File: src/rtl/sram_1rw_req_adapter_if.sv
// Request/response/SRAM-side bundle for sram_1rw_req_adapter.
// Handshakes: a transfer happens on a rising edge where valid and ready are
// both high; valid does not depend on ready, and ready_and_o does not depend
// on v_i or w_i.
interface sram_1rw_req_adapter_if #(
  parameter int width_p      = 64,
  parameter int addr_width_p = 9
);
  // request side
  logic                    v_i;
  logic                    w_i;
  logic [addr_width_p-1:0] addr_i;
  logic [width_p-1:0]      data_i;
  logic [width_p-1:0]      w_mask_i;
  logic                    ready_and_o;
  // response side
  logic                    v_o;
  logic [width_p-1:0]      data_o;
  logic                    ready_and_i;
  // SRAM side
  logic                    ce_o;
  logic                    we_o;
  logic [addr_width_p-1:0] addr_o;
  logic [width_p-1:0]      wd_o;
  logic [width_p-1:0]      w_mask_o;
  logic [width_p-1:0]      rd_i;

  // adapter view
  modport slave (
    input  v_i, w_i, addr_i, data_i, w_mask_i, ready_and_i, rd_i,
    output ready_and_o, v_o, data_o, ce_o, we_o, addr_o, wd_o, w_mask_o
  );

  // environment view (requester, consumer and SRAM)
  modport master (
    output v_i, w_i, addr_i, data_i, w_mask_i, ready_and_i, rd_i,
    input  ready_and_o, v_o, data_o, ce_o, we_o, addr_o, wd_o, w_mask_o
  );
endinterface

File: src/rtl/sram_1rw_req_adapter.sv
// Valid/ready front end for a 1RW synchronous SRAM. Requests go straight to
// the SRAM in the cycle they are accepted; read data (one cycle later) is
// captured into a 2-entry response FIFO. ready_and_o only admits a request
// when the FIFO is guaranteed to have room for every read still in flight.
module sram_1rw_req_adapter #(
  parameter int width_p      = 64,
  parameter int els_p        = 512,
  parameter int addr_width_p = 9
) (
  input  logic                         clk_i,
  input  logic                         reset_i,
  sram_1rw_req_adapter_if.slave        bus
);

  if (els_p > (1 << addr_width_p)) begin : g_bad_params
    $error("els_p does not fit in addr_width_p address bits");
  end

  logic [1:0]         occ_q, occ_d;
  logic               wptr_q, rptr_q;
  logic               rd_pending_q;
  logic [width_p-1:0] fifo_q [2];

  logic               accept;
  logic               deq;
  logic               enq;
  logic [2:0]         committed;

  // Slots already spoken for once this cycle's dequeue leaves: stored
  // entries plus the read whose data arrives this cycle.
  always_comb begin
    deq       = (occ_q != 2'd0) & bus.ready_and_i;
    committed = {1'b0, occ_q} + {2'b00, rd_pending_q} - {2'b00, deq};
    enq       = rd_pending_q;
    occ_d     = occ_q + {1'b0, enq} - {1'b0, deq};
  end

  assign bus.ready_and_o = ~reset_i & (committed < 3'd2);
  assign accept          = bus.v_i & bus.ready_and_o;

  assign bus.ce_o     = accept;
  assign bus.we_o     = accept & bus.w_i;
  assign bus.addr_o   = bus.addr_i;
  assign bus.wd_o     = bus.data_i;
  assign bus.w_mask_o = bus.w_i ? bus.w_mask_i : '0;

  assign bus.v_o    = (occ_q != 2'd0);
  assign bus.data_o = fifo_q[rptr_q];

  // Control state: occupancy, pointers and the read-in-flight flag.
  // Reset wins over a pending read, so its data is dropped.
  always_ff @(posedge clk_i) begin
    if (reset_i) begin
      occ_q        <= 2'd0;
      wptr_q       <= 1'b0;
      rptr_q       <= 1'b0;
      rd_pending_q <= 1'b0;
    end else begin
      occ_q        <= occ_d;
      rd_pending_q <= accept & ~bus.w_i;
      if (enq) wptr_q <= ~wptr_q;
      if (deq) rptr_q <= ~rptr_q;
    end
  end

  // Response storage, intentionally not reset; capture SRAM read data.
  always_ff @(posedge clk_i) begin
    if (enq & ~reset_i) fifo_q[wptr_q] <= bus.rd_i;
  end

endmodule

File: src/flat_wrapper.sv
// flat-port wrapper written by rule: the top's interface ports become plain ports
module sram_1rw_req_adapter_flat 
#(
  parameter int width_p      = 64,
  parameter int els_p        = 512,
  parameter int addr_width_p = 9
)
  (clk_i, reset_i, bus_v_i, bus_w_i, bus_addr_i, bus_data_i, bus_w_mask_i, bus_ready_and_i, bus_rd_i, bus_ready_and_o, bus_v_o, bus_data_o, bus_ce_o, bus_we_o, bus_addr_o, bus_wd_o, bus_w_mask_o);
  sram_1rw_req_adapter_if #(.width_p(width_p), .addr_width_p(addr_width_p)) bus_i ();
  input  logic clk_i;
  input  logic reset_i;
  input wire logic [$bits(bus_i.v_i)-1:0] bus_v_i;
  input wire logic [$bits(bus_i.w_i)-1:0] bus_w_i;
  input wire logic [$bits(bus_i.addr_i)-1:0] bus_addr_i;
  input wire logic [$bits(bus_i.data_i)-1:0] bus_data_i;
  input wire logic [$bits(bus_i.w_mask_i)-1:0] bus_w_mask_i;
  input wire logic [$bits(bus_i.ready_and_i)-1:0] bus_ready_and_i;
  input wire logic [$bits(bus_i.rd_i)-1:0] bus_rd_i;
  output wire logic [$bits(bus_i.ready_and_o)-1:0] bus_ready_and_o;
  output wire logic [$bits(bus_i.v_o)-1:0] bus_v_o;
  output wire logic [$bits(bus_i.data_o)-1:0] bus_data_o;
  output wire logic [$bits(bus_i.ce_o)-1:0] bus_ce_o;
  output wire logic [$bits(bus_i.we_o)-1:0] bus_we_o;
  output wire logic [$bits(bus_i.addr_o)-1:0] bus_addr_o;
  output wire logic [$bits(bus_i.wd_o)-1:0] bus_wd_o;
  output wire logic [$bits(bus_i.w_mask_o)-1:0] bus_w_mask_o;
  assign bus_i.v_i = bus_v_i;
  assign bus_i.w_i = bus_w_i;
  assign bus_i.addr_i = bus_addr_i;
  assign bus_i.data_i = bus_data_i;
  assign bus_i.w_mask_i = bus_w_mask_i;
  assign bus_i.ready_and_i = bus_ready_and_i;
  assign bus_i.rd_i = bus_rd_i;
  assign bus_ready_and_o = bus_i.ready_and_o;
  assign bus_v_o = bus_i.v_o;
  assign bus_data_o = bus_i.data_o;
  assign bus_ce_o = bus_i.ce_o;
  assign bus_we_o = bus_i.we_o;
  assign bus_addr_o = bus_i.addr_o;
  assign bus_wd_o = bus_i.wd_o;
  assign bus_w_mask_o = bus_i.w_mask_o;
  sram_1rw_req_adapter #(.width_p(width_p), .els_p(els_p), .addr_width_p(addr_width_p)) u_core (.clk_i(clk_i), .reset_i(reset_i), .bus(bus_i));
endmodule
File: config.mk
export PLATFORM = sky130hd
export DESIGN_NAME = sram_1rw_req_adapter_flat
export DESIGN_NICKNAME = d
export VERILOG_FILES = /design/src/rtl/sram_1rw_req_adapter_if.sv /design/src/rtl/sram_1rw_req_adapter.sv /design/src/flat_wrapper.sv
export SDC_FILE = /design/constraint.sdc
export NUM_CORES = 1
export LEC_CHECK = 0
export BUFFER_PORTS_ARGS = -buffer_cell sky130_fd_sc_hd__buf_2
export CAP_MARGIN = 10
export CORE_AREA = 2 2 158 160
export DETAILED_ROUTE_END_ITERATION = 7
export DIE_AREA = 0 0 160 162
export GPL_TIMING_DRIVEN = 0
export PLACE_DENSITY = 0.55
export SETUP_SLACK_MARGIN = 0.1
export SYNTH_ARGS = -nofsm -noshare
export SYNTH_HDL_FRONTEND = slang
export SYNTH_SLANG_ARGS = --single-unit
export TNS_END_PERCENT = 10
File: constraint.sdc
create_clock -name clk_i -period 6.7 [get_ports clk_i]
set_input_delay 0.335 -clock clk_i [delete_from_list [all_inputs] [get_ports clk_i]]
set_output_delay 0.335 -clock clk_i [all_outputs]
set_load 0.01 [all_outputs]
Word level (Yosys, flattened, before mapping). Memories as Yosys holds them, arrays and structs flattened. A register that Yosys moved wholly into a read port is not among the register bits. Cells that the tools add are included.

Add/subtract/negate cells: 4. Multiply operators: 0. Div/mod/pow operators: 0. Magnitude comparators: 1. Equality and inequality tests: 0. Shifts and indexed selects: 0. Muxes and demuxes: 5. Bitwise gates (word level): 10. Reductions and logical operators: 1.

Operator list (number): 64-bit two-way mux (1); 1-bit bitwise AND (6); 1-bit two-way mux (4); 1-bit NOT (4); 2-bit by 1-bit adder with 3-bit output (1); 3-bit by 2-bit < comparator with 1-bit output, second input constant (1); 3-bit by 1-bit subtractor with 3-bit output (1); 2-bit by 1-bit adder with 2-bit output (1); 2-bit nonzero test (1); 2-bit by 1-bit subtractor with 2-bit output (1).

Register bits after elaboration: 5. Bits in latches: 0. RAM bits: 128. Memory bits (read-only): 0. Input port bits: 206. Output and inout port bits: 205. Word-level logic and storage cells: 26. Memories: 1.

Memory list: u_core.fifo_q (depth 2, width 64, rd ports 1, clocked after Yosys merged registers in 1, wr ports 1, line sram_1rw_req_adapter.sv:22) `logic [width_p-1:0] fifo_q [2];`.

Longest topological paths before layout. Gate-level depths: netlist of run 1.

Depth in word-level cells: 7. Gate-level depth with buffers: 7. Mapped depth without buffers: 7.

Least setup slack after synthesis of run 1. No wires, ideal clock.

Kind: input to register. Start: input port reset_i. End: memory u_core.fifo_q[0][0], enable pin. Library setup time: 0.578 ns. Arrival: 5.174 ns. Data required time: 6.122 ns. Path slack: 0.948 ns. Cell stages on the path: 2. Path buffers: 1. Cell sequence: buf_2 -> nor3b_1.

Word-level cells in the longest chain between the ends: 4.

Ends and longest elaborated chain: from (decl) (line flat_wrapper.sv:11) `input logic reset_i;`; 1-bit NOT (line sram_1rw_req_adapter.sv:68) `if (enq & ~reset_i) fifo_q[wptr_q] <= bus.rd_i;`; 1-bit bitwise AND (line sram_1rw_req_adapter.sv:68); 1-bit two-way mux (line sram_1rw_req_adapter.sv:68); 1-bit two-way mux (implied by the code) (line sram_1rw_req_adapter.sv:68); to (decl) (line sram_1rw_req_adapter.sv:22).

No other way between the ends.

Final worst setup path of run 1.
Start: register u_core.occ_q[1]. End: output port bus_ce_o.

Word-level cells in the longest chain between the ends: 6. Elaborated cells on any way between the ends: 7. Those cells by class: 2 x add/sub; 1 x order compare; 3 x bitwise; 1 x reduce/logical.

Ends and longest elaborated chain: from (decl) (line sram_1rw_req_adapter.sv:19) `logic [1:0] occ_q, occ_d;`; from (signal assigned) (line sram_1rw_req_adapter.sv:54) `occ_q <= 2'd0;`; from (signal assigned) (line sram_1rw_req_adapter.sv:59) `occ_q <= occ_d;`; 2-bit nonzero test (line sram_1rw_req_adapter.sv:32) `deq = (occ_q != 2'd0) & bus.ready_and_i;`; 1-bit bitwise AND (line sram_1rw_req_adapter.sv:32); named net u_core.deq (line sram_1rw_req_adapter.sv:25) `logic deq;`; 3-bit by 1-bit subtractor with 3-bit output (line sram_1rw_req_adapter.sv:33) `committed = {1'b0, occ_q} + {2'b00, rd_pending_q} - {2'b00, deq};`; 3-bit by 2-bit < comparator with 1-bit output (line sram_1rw_req_adapter.sv:38) `assign bus.ready_and_o = ~reset_i & (committed < 3'd2);`; 1-bit bitwise AND (line sram_1rw_req_adapter.sv:38); 1-bit bitwise AND (line sram_1rw_req_adapter.sv:39) `assign accept = bus.v_i & bus.ready_and_o;`; to (decl) (line flat_wrapper.sv:22) `output wire logic [$bits(bus_i.ce_o)-1:0] bus_ce_o;`.

The timed path passes the listed nets, and every way through them passes these cells.

==> results of run 1 <==
==> power by group <==
part / switching (mW) / leakage [nW] / total, mW / internal, mW
registers: 0.0156 / 1.20 / 0.988 / 0.972
logic: 0.366 / 2.56 / 0.785 / 0.420
clock network: 0.368 / 0.287 / 0.925 / 0.557
==> synthesized netlist by cell type, types with 2 or more instances <==
| library cell | instances |
|---|---|
| mux2_4 | 60 |
| buf_4 | 73 |
| ha_1 | 2 |
| clkbuf_1 | 2 |
| mux2_2 | 6 |
| nor2b_1 | 3 |
| inv_1 | 4 |
| nor2_1 | 2 |
| buf_12 | 6 |
| edfxtp_1 | 128 |
| and2_1 | 64 |
| xnor2_1 | 2 |
| nand2_1 | 2 |
| nor4_1 | 2 |
| dfxtp_1 | 6 |
| clkbuf_2 | 4 |
| buf_2 | 2 |
==> logic make-up after synthesis <==
logic type | share of synthesized area
simple gates | 0.0777
buf+inv | 0.118
mux | 0.156
flops | 0.638
compound gates | 0.00121
xor+xnor | 0.00282
fa+ha+maj | 0.00724
==> metal layers <==
metal | GRT usage | up-vias | share of wire
met3 | 0.0661 | 21 | 0.11
met4 | 0.0405 | 2 | 0.013
met2 | 0.226 | 240 | 0.46
met1 | 0.180 | 2015 | 0.42
li1 | - | 1999 | -
met5 | 0 | - | 0.00067
==> flip-flops by register name, indices dropped and copies added (netlist names), named ones only <==
register / flops
u_core.occ_q: 2
u_core.enq: 1
u_core.fifo_q: 128
u_core.rptr_q: 1
u_core.wptr_q: 1
==> worst max-delay path: stages (launching register included) <==
cell	delay, ns
dfxtp_1	0.33
o21a_1	0.24
ha_1	0.29
inv_1	0.03
ha_1	0.18
fa_1	0.37
xnor2_1	0.19
nor4b_1	0.29
buf_2	0.19
==> final cells by class <==
cell class                 count  area [sq um]
inverter                       4          15.0
sequential                   134          3960
multi-input combinational    150          1530
timing repair buffer         344          1790
fill                        2399         15100
clock buffer                  17           425
clock inverter                15           168
buffer                        88           717
tap                          324           405
==> worst max path at each step <==
stage	from	slack, ns	end
floorplan	reset_i	0.95	u_core.fifo_q[0][0]$_DFFE_PP_
global placement	reset_i	-2.64	u_core.fifo_q[0][35]$_DFFE_PP_
detailed placement	bus_ready_and_i	4.21	bus_ce_o
CTS	u_core.occ_q[1]$_SDFF_PP0_	3.76	bus_ce_o
global route	u_core.occ_q[1]$_SDFF_PP0_	3.68	bus_ce_o
finish	u_core.occ_q[1]$_SDFF_PP0_	3.84	bus_ce_o
==> through the flow <==
| step | std cells | setup TNS (ns) | utilization |
|---|---|---|---|
| after global placement | 1036 | -168.54 | 0.344 |
| after global routing | 1076 | 0 | 0.374 |
| after floorplan | 376 | 0 | - |
| final | 1076 | 0 | 0.374 |
| after CTS | 1076 | 0 | 0.374 |
| after detailed placement | 1044 | 0 | 0.349 |
==> cell usage in the layout, fill, tap and decap left out, types with 4 or more instances in the layout <==
cell type and count:
and2_1 64, buf_12 6, buf_2 338, buf_4 73, buf_6 7, clkbuf_16 17
clkbuf_2 4, dfxtp_1 6, edfxtp_1 128, inv_1 4, inv_6 5, mux2_2 6
mux2_4 60
==> qor.csv, run 1 <==
stage,metric,value,unit
finish,Inserted Diodes,0,
timing,Final Setup Violations,0,
clock_tree,H-tree levels,4,
placement,port buffer count,336,
synthesis,syn_area_per_cell,16.5,sq um
synthesis,synthesized area,6220,sq um
clock_tree,Setup Buffers After CTS,0,
floorplan,Rows,57,
placement,routability cong.,0.868,
clock_tree,Root Buffer,clkbuf_16,
global_routing,largest net degree at the start of global routing,39,
drt,WL/cell,18.0,um
setup_path,WP data required,6.36,ns
synthesis,Yosys top cell area share,0.618,
global_routing,global-route wire length before repair,27200,um
clock_tree,CTS hold repair buffers,0,
clock_tree,CTS tree,done,
timing,RSZ-0062 raised after global routing,no,
global_routing,GR Util All Layers,0.144,
run_status,status,finished clean,
global_routing,initial antenna violation count,1,
timing,clock skew,0.0126,ns
floorplan,die span in y,162,um
placement,detailed placer's ending HPWL,16000,um
clock_tree,"CTS clk-pin slew, worst paths",0.06,ns
finish,Final nets,948,
timing,Hold Slack,0.109,ns
timing,Slew Limit Fails,0,
floorplan,Std-Cell Core Area,24100,sq um
synthesis,dominant cell type by area after synthesis,edfxtp_1,
floorplan,initial core utilization,0.258,
clock_tree,clock buffer depth,2,
global_routing,vias in the first global route,4221,
worst_hold_path,WHS Path Cells,1,
flow_run,Max Cap Violations,0,
global_routing,gr ovfl total,0,
floorplan,Die W,160,um
synthesis,count of flip-flops with a built-in enable after synthesis,128,
placement,dpl ws,4.21,ns
timing,Slew Limit Headroom,0.623,
timing,Tcrit/Tclk final,0.427,
finish,share of post-route cells with drive strength above 1,0.703,
clock_tree,clock sinks,134,
pwr,Peak supply drop,0.137,mV
placement,DP Area,8420,sq um
timing,final worst path period need,2.86,ns
timing,FMAX,0.349,GHz
synthesis,post-synth net total,585,
pwr,Leak Pwr,4.05,nW
floorplan,# IOs,411,
drt,detailed-route via count,4277,
synthesis,synth top area cells,"edfxtp_1, mux2_4, buf_4",
setup_path,Worst EP arrival,2.53,ns
pwr,Power Total,2.70,mW
setup_path,CP Capture Type,output port,
timing,setup ws final,3.84,ns
setup_path,crit path kind,reg -> out,
finish,final instance area,9020,sq um
drt,Routed Antenna Nets,0,
synthesis,Cell variety after synth,25,
drt,drc violations,0,
worst_hold_path,Worst Hold Class,in -> reg,
worst_hold_path,Hold Path End,u_core.fifo_q[0][15]$_DFFE_PP_,
synthesis,sequential area share after synthesis,0.638,
synthesis,"FFs w/ async S/R, synth",0,
setup_path,crit-path max FO,4,
setup_path,Reg2Reg Depth,7,
timing,Fin. Hold Viols,0,
drt,drt first pass iters,6,
clock_tree,post-cts resize count,0,
clock_tree,clk_lat worst skew,0.41,ns
clock_tree,total CTS buffers,17,
drt,average via count per standard cell,3.97,
timing,Least-Margin Pin Slew,0.563,ns
drt,WL final,19300,um
setup_path,Critical R2R Launch,u_core.occ_q[1]$_SDFF_PP0_,
synthesis,Main synth FF type,edfxtp_1,
synthesis,Yosys reg bits,134,
setup_path,r2r setup slk,4.72,ns
worst_hold_path,hold_sp,bus_rd_i[15],
finish,Area Overhead vs Synth,45.0,%
setup_path,crit start category,register,
setup_path,R2R Path End,u_core.enq$_SDFF_PP0_,
synthesis,Yosys warnings,0,
floorplan,die area,25900,sq um
pwr,pwr dens,299,nW/um^2
synthesis,Mapped Cells,376,
drt,DRT iter0 DRCs,168,
Note: power is estimated with default switching activity, not from simulation.
==> run 2: changes to the inputs <==
--- a/config.mk
+++ b/config.mk
@@ -5,11 +5,12 @@
 export SDC_FILE = /design/constraint.sdc
 export NUM_CORES = 1
 export LEC_CHECK = 0
+export ABC_AREA = 1
 export BUFFER_PORTS_ARGS = -buffer_cell sky130_fd_sc_hd__buf_2
 export CAP_MARGIN = 10
-export CORE_AREA = 2 2 158 160
+export CORE_AREA = 2 2 162 164
 export DETAILED_ROUTE_END_ITERATION = 7
-export DIE_AREA = 0 0 160 162
+export DIE_AREA = 0 0 164 166
 export GPL_TIMING_DRIVEN = 0
 export PLACE_DENSITY = 0.55
 export SETUP_SLACK_MARGIN = 0.1
==> constraint.sdc (replaced) <==
create_clock -name clk_i -period 2.42 [get_ports clk_i]
set_input_delay 0.121 -clock clk_i [delete_from_list [all_inputs] [get_ports clk_i]]
set_output_delay 0.121 -clock clk_i [all_outputs]
set_load 0.01 [all_outputs]
==> qor.csv, run 2 <==
stage,metric,value,unit,change
run_status,violated checks,setup timing,,
drt,average via count per standard cell,3.85,,-3.1%
drt,detailed-route via count,4791,,+12%
drt,WL/cell,16.8,um,-6.8%
finish,"commonest cells after routing, fill and taps aside","buf_2, edfxtp_1, buf_4",,
finish,largest registers,"u_core.fifo_q: 128 flops, u_core.occ_q: 2 flops",,
global_routing,gr ovfl total,0,,unchanged
placement,detailed placer's ending HPWL,17100,um,+6.4%
drt,drc violations,0,,unchanged
synthesis,sequential area share after synthesis,0.630,,-0.00736
clock_tree,clk_lat worst skew,0.40,ns,about the same
clock_tree,H-tree levels,4,,unchanged
pwr,Power Total,7.42,mW,+180%
setup_path,Top delay family on crit path,adder cells,,
setup_path,"slowest stage delay, CP",0.48,ns,+0.11 ns
worst_hold_path,Worst Hold Class,in -> reg,,
finish,# fillers,2479,,+3.3%
finish,multi-input logic area,1370,sq um,-11%
synthesis,Main synth FF type,edfxtp_1,,
run_status,status,"complete, but fails checks",,
finish,final cell count without fillers,1244,,+16%
setup_path,crit path kind,reg -> out,,
floorplan,Std-Cell Core Area,25600,sq um,+6.3%
synthesis,synthesized area,6290,sq um,+1.2%
global_routing,initial antenna violation count,1,,unchanged
clock_tree,Root Buffer,clkbuf_16,,
global_routing,global-route wire length before repair,30200,um,+11%
synthesis,dominant cell type by area after synthesis,edfxtp_1,,
floorplan,die span in y,166,um,+2.5%
finish,Reg area,3970,sq um,about the same
clock_tree,clock buffer depth,2,,unchanged
floorplan,Rows,59,,+3.5%
drt,drt first pass iters,4,,-2
setup_path,Worst EP arrival,2.51,ns,-0.02 ns
timing,Slew Limit Fails,0,,unchanged
timing,FMAX,0.381,GHz,
setup_path,"Slowest-stage cell, CP",fa_1,,
finish,Largest register FFs,128,,unchanged
pwr,Peak supply drop,0.419,mV,+200%
synthesis,synth cell count leaders,"edfxtp_1, inv_1, buf_4, nand2_1, mux2_4",,
timing,Hold Slack,0.0373,ns,-0.0720 ns
timing,Final Setup Violations,4,,+4
placement,routability cong.,0.843,,-2.9%
timing,RSZ-0062 raised after global routing,yes,,
synthesis,syn_area_per_cell,13.9,sq um,-16%
clock_tree,CTS tree,done,,
timing,Least-Margin Pin Slew,0.584,ns,+0.0211 ns
synthesis,count of flip-flops with a built-in enable after synthesis,128,,unchanged
synthesis,Yosys reg bits,134,,unchanged
global_routing,GR Util All Layers,0.151,,+0.00657
floorplan,Die W,164,um,+2.5%
global_routing,largest net degree at the start of global routing,32,,-18%
timing,setup TNS,-0.720,ns,-0.720 ns
floorplan,initial core utilization,0.246,,-0.0124
pwr,Leak Pwr,4.93,nW,+22%
timing,Fin. Hold Viols,0,,unchanged
setup_path,crit-path cells,"nor2_2, nor2_1, ha_1, inv_2, ha_4, fa_1, nor2_2, nand4_1, nor2_1, buf_4",,
pwr,pwr dens,746,nW/um^2,+150%
finish,"commonest non-fill, non-tap cell in the layout",buf_2,,
clock_tree,clock sinks,134,,unchanged
synthesis,Mapped Cells,452,,+20%
placement,port buffer count,336,,unchanged
floorplan,die area,27200,sq um,+5.0%
setup_path,WP data required,2.30,ns,-4.06 ns
setup_path,CP Capture Type,output port,,
synthesis,Cell variety after synth,18,,-28%
clock_tree,"CTS clk-pin slew, worst paths",0.06,ns,about the same
finish,Final Util,0.389,,+0.0146
global_routing,vias in the first global route,5035,,+19%
synthesis,Yosys warnings,0,,unchanged
finish,Final nets,1105,,+17%
synthesis,Yosys top cell area share,0.611,,-0.00713
timing,setup ws final,-0.207,ns,-4.04 ns
setup_path,critical path buffer and inverter count,2,,unchanged
timing,final worst path period need,2.63,ns,
timing,clock skew,0.0113,ns,-0.00130 ns
setup_path,crit-path max FO,3,,-1
finish,share of post-route cells with drive strength above 1,0.604,,-0.0999
synthesis,"FFs w/ async S/R, synth",0,,unchanged
clock_tree,total CTS buffers,17,,unchanged
placement,dpl cells,1129,,+8.1%
floorplan,# IOs,411,,unchanged
timing,Slew Limit Headroom,0.610,,-0.0134
flow_run,Max Cap Violations,0,,unchanged
synthesis,synth top area cells,"edfxtp_1, mux2_4, buf_4",,
synthesis,post-synth net total,661,,+13%
timing,Tcrit/Tclk final,1.09,,
setup_path,crit start category,register,,
drt,DRT iter0 DRCs,174,,+3.6%
finish,largest reg by FF count,u_core.fifo_q,,
synthesis,cell with the most instances after synthesis,edfxtp_1,,
drt,Routed Antenna Nets,0,,unchanged
finish,Area Overhead vs Synth,58.3,%,
drt,WL final,20800,um,+7.8%
## run 2: cell types whose count changed in the layout (fill, tap and decap cells not counted), sizes merged, moves of 2 or more
cell | previous run | this run
xnor2 | 2 | 0
nor2b | 3 | 0
and2 | 64 | 0
nand2 | 2 | 70
nand3 | 0 | 2
mux2 | 66 | 64
clkinv | 4 | 9
clkbuf | 23 | 20
dlygate4sd3 | 0 | 64
buf | 426 | 446
nor4 | 2 | 0
inv | 11 | 80
nor2 | 2 | 11
## run 2: cells by family after synthesis
kind of cell / count (synthesis) / synth area share
buf+inv: 165 / 0.160
flops: 134 / 0.630
simple gates: 85 / 0.0517
mux: 64 / 0.150
fa+ha+maj: 3 / 0.00716
compound gates: 1 / 0.000795
## run 2: path summary, 6_finish.rpt
kind | depth (start not counted) | from | slack [ns] | end
hold reg to reg | 2 | u_core.wptr_q$_SDFFE_PP0P_ | 0.47 | u_core.wptr_q$_SDFFE_PP0P_
setup reg to reg | 21 | u_core.occ_q[1]$_SDFF_PP0_ | -0.20 | register
hold / removal | 2 | reset_i | 0.04 | u_core.occ_q[1]$_SDFF_PP0_
setup / recovery | 10 | u_core.occ_q[1]$_SDFF_PP0_ | -0.21 | bus_we_o
## run 2: repair_timing
item	4_1_cts	5_1_grt
hold buffers	64	0
buffers inserted	17	2
resized for setup	16	3
pin swaps	10	7
endpoints found under the setup margin	3	5
endpoints found under the hold margin	128	0
## run 2: stage by stage
stage | worst slack (ns) | area [sq um]
6_report | -0.207 | 9950
5_1_grt | -0.313 | 9950
4_1_cts | -0.248 | 9920
3_5_place_dp | 0.172 | 8570
3_3_place_gp | -1.05 | 8410
2_1_floorplan | 0.0646 | 6310
## run 2: area by class of cell
| cell class | count | share of cell area |
|---|---|---|
| antenna | 1 | 0.000251 |
| buffer | 87 | 0.0715 |
| clock buffer | 18 | 0.0431 |
| clock inverter | 13 | 0.0108 |
| inverter | 78 | 0.0294 |
| multi-input combinational | 153 | 0.137 |
| sequential | 134 | 0.399 |
| tap | 335 | 0.0421 |
| timing repair buffer | 425 | 0.267 |
## run 2: power by group
group | switching (mW) | total, mW | leakage [nW] | internal, mW
sequential | 0.0465 | 2.73 | 1.20 | 2.69
combinational | 1.06 | 2.35 | 3.46 | 1.29
clock | 0.939 | 2.34 | 0.263 | 1.40
## run 2: per-layer routing
layer | track usage | wire (um) | vias to the layer above
met5 | 0 | 0 | -
met4 | 0.0763 | 899 | 0
met3 | 0.0622 | 2030 | 32
met2 | 0.253 | 10100 | 242
met1 | 0.162 | 7790 | 2210
li1 | - | - | 2307
